### src/rtl/i2c_pkg.sv
// Shared I2C definitions: controller command codes and byte-level FSM state encodings.
package i2c_pkg;

    localparam logic [2:0] CMD_IDLE  = 3'b000;
    localparam logic [2:0] CMD_START = 3'b001;
    localparam logic [2:0] CMD_READ  = 3'b010;
    localparam logic [2:0] CMD_WRITE = 3'b011;
    localparam logic [2:0] CMD_STOP  = 3'b100;
    localparam logic [2:0] CMD_NACK  = 3'b101;
    localparam logic [2:0] CMD_ACK   = 3'b111;

    typedef enum logic [1:0] {
        ST_IDLE = 2'd0,
        ST_BIT  = 2'd1,
        ST_DONE = 2'd2
    } state_t;

    // Commands the read-side byte engine actually puts on the bus.
    function automatic logic rd_cmd_valid(input logic [2:0] cmd);
        return (cmd == CMD_READ) || (cmd == CMD_ACK) || (cmd == CMD_NACK);
    endfunction

endpackage

### src/rtl/i2c_bit_timer.sv
// Quarter-bit phase generator: counts QUARTER_CYCLES clocks per quarter, four quarters per bit.
module i2c_bit_timer #(
    parameter int QUARTER_CYCLES = 4
) (
    input  logic       clock,
    input  logic       reset,
    input  logic       run_i,
    input  logic       hold_i,
    output logic [1:0] quarter_o,
    output logic       end_q_o,
    output logic       end_bit_o
);

    localparam int QW = $clog2(QUARTER_CYCLES) + 1;
    localparam logic [QW-1:0] QLAST = QW'(QUARTER_CYCLES - 1);

    logic [QW-1:0] qcnt_q;
    logic [1:0]    quarter_q;

    assign end_q_o   = run_i && !hold_i && (qcnt_q == QLAST);
    assign end_bit_o = end_q_o && (quarter_q == 2'd3);
    assign quarter_o = quarter_q;

    // Parked at q0/count 0 whenever not running, so every bit starts aligned.
    always_ff @(posedge clock) begin
        if (reset || !run_i) begin
            qcnt_q    <= '0;
            quarter_q <= 2'd0;
        end else if (!hold_i) begin
            if (qcnt_q == QLAST) begin
                qcnt_q    <= '0;
                quarter_q <= quarter_q + 2'd1;
            end else begin
                qcnt_q <= qcnt_q + 1'b1;
            end
        end
    end

endmodule

### src/rtl/i2c_read_byte.sv
// I2C master byte reader: READ clocks in 8 bits MSB first, ACK/NACK drives one reply bit.
// Define I2C_READ_CLOCK_STRETCH_EN to let a slave stretch the SCL high phase via scl_in.
module i2c_read_byte
    import i2c_pkg::*;
#(
    parameter int QUARTER_CYCLES = 4
) (
    input  logic       clock,
    input  logic       reset,
    input  logic       go,
    input  logic [2:0] command,
    input  logic       sda_in,
    input  logic       scl_in,
    output logic       scl,
    output logic       sda_oe,
    output logic [7:0] data,
    output logic       finish,
    output logic [1:0] dbg_state
);

    state_t     state_q;
    logic [2:0] cmd_q;
    logic [2:0] bitcnt_q;
    logic [7:0] shift_q;
    logic       scl_q;
    logic       sda_oe_q;
    logic [7:0] data_q;
    logic       finish_q;

    logic [1:0] quarter;
    logic       end_q;
    logic       end_bit;
    logic       hold;

`ifdef I2C_READ_CLOCK_STRETCH_EN
    assign hold = (state_q == ST_BIT) && ((quarter == 2'd1) || (quarter == 2'd2)) && !scl_in;
`else
    logic unused_scl_in;
    assign unused_scl_in = scl_in;
    assign hold = 1'b0;
`endif

    i2c_bit_timer #(.QUARTER_CYCLES(QUARTER_CYCLES)) u_timer (
        .clock     (clock),
        .reset     (reset),
        .run_i     (state_q == ST_BIT),
        .hold_i    (hold),
        .quarter_o (quarter),
        .end_q_o   (end_q),
        .end_bit_o (end_bit)
    );

    always_ff @(posedge clock) begin
        if (reset) begin
            state_q  <= ST_IDLE;
            cmd_q    <= CMD_IDLE;
            bitcnt_q <= 3'd0;
            shift_q  <= 8'h00;
            scl_q    <= 1'b1;
            sda_oe_q <= 1'b0;
            data_q   <= 8'h00;
            finish_q <= 1'b0;
        end else begin
            finish_q <= 1'b0;
            case (state_q)
                ST_IDLE: begin
                    scl_q    <= 1'b1;
                    sda_oe_q <= 1'b0;
                    if (go) begin
                        cmd_q <= command;
                        if (rd_cmd_valid(command)) begin
                            state_q  <= ST_BIT;
                            scl_q    <= 1'b0;
                            sda_oe_q <= (command == CMD_ACK);
                            bitcnt_q <= (command == CMD_READ) ? 3'd7 : 3'd0;
                        end else begin
                            // Unknown command: acknowledge without touching the bus.
                            state_q  <= ST_DONE;
                            finish_q <= 1'b1;
                        end
                    end
                end
                ST_BIT: begin
                    if (end_q && (quarter == 2'd1) && (cmd_q == CMD_READ))
                        shift_q <= {shift_q[6:0], sda_in};
                    if (end_bit) begin
                        scl_q <= 1'b0;
                        if (bitcnt_q == 3'd0) begin
                            state_q  <= ST_DONE;
                            finish_q <= 1'b1;
                            sda_oe_q <= 1'b0;
                            if (cmd_q == CMD_READ)
                                data_q <= shift_q;
                        end else begin
                            bitcnt_q <= bitcnt_q - 3'd1;
                        end
                    end else if (end_q) begin
                        // SCL is high during the quarter about to start if it is q1 or q2.
                        scl_q <= (quarter == 2'd0) || (quarter == 2'd1);
                    end
                end
                ST_DONE: begin
                    state_q  <= ST_IDLE;
                    scl_q    <= 1'b1;
                    sda_oe_q <= 1'b0;
                end
                default: state_q <= ST_IDLE;
            endcase
        end
    end

    assign scl       = scl_q;
    assign sda_oe    = sda_oe_q;
    assign data      = data_q;
    assign finish    = finish_q;
    assign dbg_state = state_q;

endmodule
### config.mk
export PLATFORM = sky130hd
export DESIGN_NAME = i2c_read_byte
export DESIGN_NICKNAME = d
export VERILOG_FILES = /design/src/rtl/i2c_pkg.sv /design/src/rtl/i2c_bit_timer.sv /design/src/rtl/i2c_read_byte.sv
export SDC_FILE = /design/constraint.sdc
export NUM_CORES = 1
export LEC_CHECK = 0
export CORE_MARGIN = 3
export CORE_UTILIZATION = 25
export DETAILED_ROUTE_END_ITERATION = 16
export SLEW_MARGIN = 10
export SYNTH_ARGS = -nofsm -noshare
export SYNTH_HDL_FRONTEND = slang
export SYNTH_HIERARCHICAL = 1
export SYNTH_SLANG_ARGS = --single-unit
### constraint.sdc
create_clock -name clock -period 5.4 [get_ports clock]
set_input_delay 0.81 -clock clock [delete_from_list [all_inputs] [get_ports clock]]
set_output_delay 0.81 -clock clock [all_outputs]
set_load 0.02 [all_outputs]
==> results.py <==
metrics = {
    "status": {
        "run_status": "complete, no violations",
    },
    "synthesis": {
        "syn_avg_cell_area_um2": 9.20,
        "synth_edf_count": 0,
        "yosysWarnings": 6,
        "synth_top_area_share_pct": 42.2,
        "ys.flop_type": "dfxtp_1",
        "yosysMostFrequentCell": "dfxtp_1",
        "synth-async-reset-ratio_pct": 0,
        "synthTopCellsByCount": "32 x dfxtp_1, 24 x nor2_1, 18 x mux2i_1",
        "synth_seq_area_share_pct": 42.2,
        "ys_types": 36,
        "netlist_area_um2": 1520,
        "synth_cells": 165,
        "synth_area_leader_cell": "dfxtp_1",
        "synth_area_leaders": "dfxtp_1 42%, mux2i_1 12%, ha_1 6.6%, nor2_1 5.9%, a21oi_1 4.9%",
        "synth_seq_cells": 32,
    },
    "timing": {
        "finalCritPeriodShare_pct": 49.1,
        "setup-violations-final": 0,
        "worstMarginPinSlew_ps": 1090,
        "fin_crit_ps": 2650,
        "rsz0062_at_grt": "no",
        "maxSlewViolCount": 0,
        "skew_ps": 6.23,
        "slew_headroom_pct": 27.1,
        "hold_violations": 0,
        "fmax_ghz": 0.377,
        "fin_tns_setup_ps": 0,
    },
    "setup_path": {
        "crit_type": "reg -> reg",
        "cp.required_ps": 5540,
        "crit_path_max_fanout": 15,
        "crit_start": "dbg_state[1]",
        "startpoint_type": "flop",
        "timing.rr.start": "dbg_state[1]",
        "end_kind": "flop",
        "crit_arrival_ps": 2790,
        "r2r_setup_slack_ps": 2750,
    },
    "grt": {
        "first_global_vias": 1112,
        "gr-total-overflow": 0,
        "grt_usage_pct": 9.00,
        "grt_start_max_net_pins": 29,
        "antenna_found_initial": 0,
        "grt_pass1_wl_um": 5110,
    },
    "finish": {
        "finalCoreUtilization_pct": 33.4,
        "drive_gt1_share_pct": 8.38,
        "fillers": 602,
        "synthToLayoutAreaGrowth_pct": 24.7,
        "final_area_um2": 1890,
        "nets": 206,
        "antennaDiodeCount": 0,
    },
    "clock_tree": {
        "cts_setup_buffers": 0,
        "cts_resized": 0,
        "cts_htree_levels": 2,
        "cts_tree": "done",
        "clockBufferDepth": 2,
        "clk_pin_slew_ps": 70,
        "hold_buffers": 0,
        "numCtsBuffers": 5,
        "root_buffer": "clkbuf_8",
        "cts_sinks": 32,
        "worstSkewPairLatency_ps": 280,
    },
    "die": {
        "io_pins": 21,
        "die_w_um": 83.9,
        "core.rowCount": 27,
        "die-area_um2": 7040,
        "initial_core_util_pct": 26.7,
        "fp.dieH_um": 83.9,
        "core-area_um2": 5680,
    },
    "detailed_routing": {
        "via_per_inst": 4.47,
        "num_vias": 1176,
        "drc": 0,
        "drtPass1Iterations": 4,
        "post_drt_wl_per_cell_um": 11.5,
        "ant_nets": 0,
        "routed_wl_um": 3030,
        "drtIter0Drc": 28,
    },
    "placement": {
        "place_congestion": 0.776,
        "dp_hpwl_um": 2140,
        "port_buffers": 19,
        "dpl_cell_area_um2": 1790,
    },
    "pwr": {
        "vdd_drop_max_v": 0.000133,
        "leakagePower_nw": 0.731,
        "powerDensity_nw_per_um2": 285,
        "power_w": 0.000540,
    },
    "worst_hold_path": {
        "min-delay-path-class": "reg -> reg",
        "min_from": "cmd_q[2]",
    },
    "flow_run": {
        "cap_violations": 0,
    },
}
-- state kept, by name, indices dropped and copies added, names as in the netlist --
signal             cells
scl                    1
dbg_state              2
data                   8
u_timer/qcnt_q         3
finish                 1
bitcnt_q               3
sda_oe                 1
cmd_q                  3
u_timer/quarter_o      2
shift_q                8
-- layer usage --
metal / track usage (%) / routed length, um
met1: 11.8 / 1490
met2: 13.4 / 1390
met3: 3.26 / 124
met4: 3.51 / 28
met5: 0 / 0
-- stage by stage --
stage / hold WS, ps / worst slack [ps] / std cells
2_1_floorplan: 432 / 3540 / 170
3_3_place_gp: 446 / 2690 / 255
3_5_place_dp: 451 / 2720 / 255
4_1_cts: 464 / 2720 / 263
5_1_grt: 479 / 2470 / 263
6_report: 465 / 2750 / 263
-- path summary, 6_finish.rpt --
check / endpoint / cells after the start
setup reg to reg: shift_q[7] / 7
hold reg to reg: cmd_q[2] / 2
setup / recovery: shift_q[7] / 7
hold / removal: cmd_q[2] / 2
-- cells by family after synthesis --
logic type      after synthesis  synth area share (%)
simple gates                 57                  21.1
flops                        32                  42.2
compound gates               30                  12.4
mux                          18                  11.9
buf+inv                      18                  5.03
fa+ha+maj                     8                  6.60
other cells                   1                 0.247
xor+xnor                      1                 0.577
-- report_power, final --
part           switching [W]  internal, W  total [W]
clock network      0.0000887     0.000137   0.000226
logic              0.0000387    0.0000283  0.0000670
registers         0.00000461     0.000243   0.000247
-- area by class of cell --
class	instances	area, um2	share of cell area [%]
clock buffers	6	72.6	3.83
multi-input cells	120	820	43.3
repair buffers	19	190	10.0
clock inverters	2	35.0	1.85
well taps	72	90.1	4.76
flip-flops and latches	32	641	33.8
inverters	12	45.0	2.38
-- placed cells by master (no fill, tap or decap), types with 2 or more instances in the layout --
cell             count
o21ai_0              4
nand3b_1             2
conb_1               6
nor2b_1              2
mux2i_1             18
nand2_1              9
ha_1                 8
nor2_1              24
clkbuf_8             5
nand2b_1             2
nand3_1              6
a21oi_1             15
or3_1                3
clkdlybuf4s50_1     19
o311ai_0             2
dfxtp_1             32
nor3b_4              2
nor4b_2              2
inv_1               12
-- worst max-delay path: stages, from the launching register on --
cell and delay [ps]:
dfxtp_1 350, inv_1 90, ha_1 480, and2_2 250, nand2_1 60, nor4b_2 930
mux2i_1 280, nor2_1 50
Note: power is estimated with default switching activity, not from simulation.
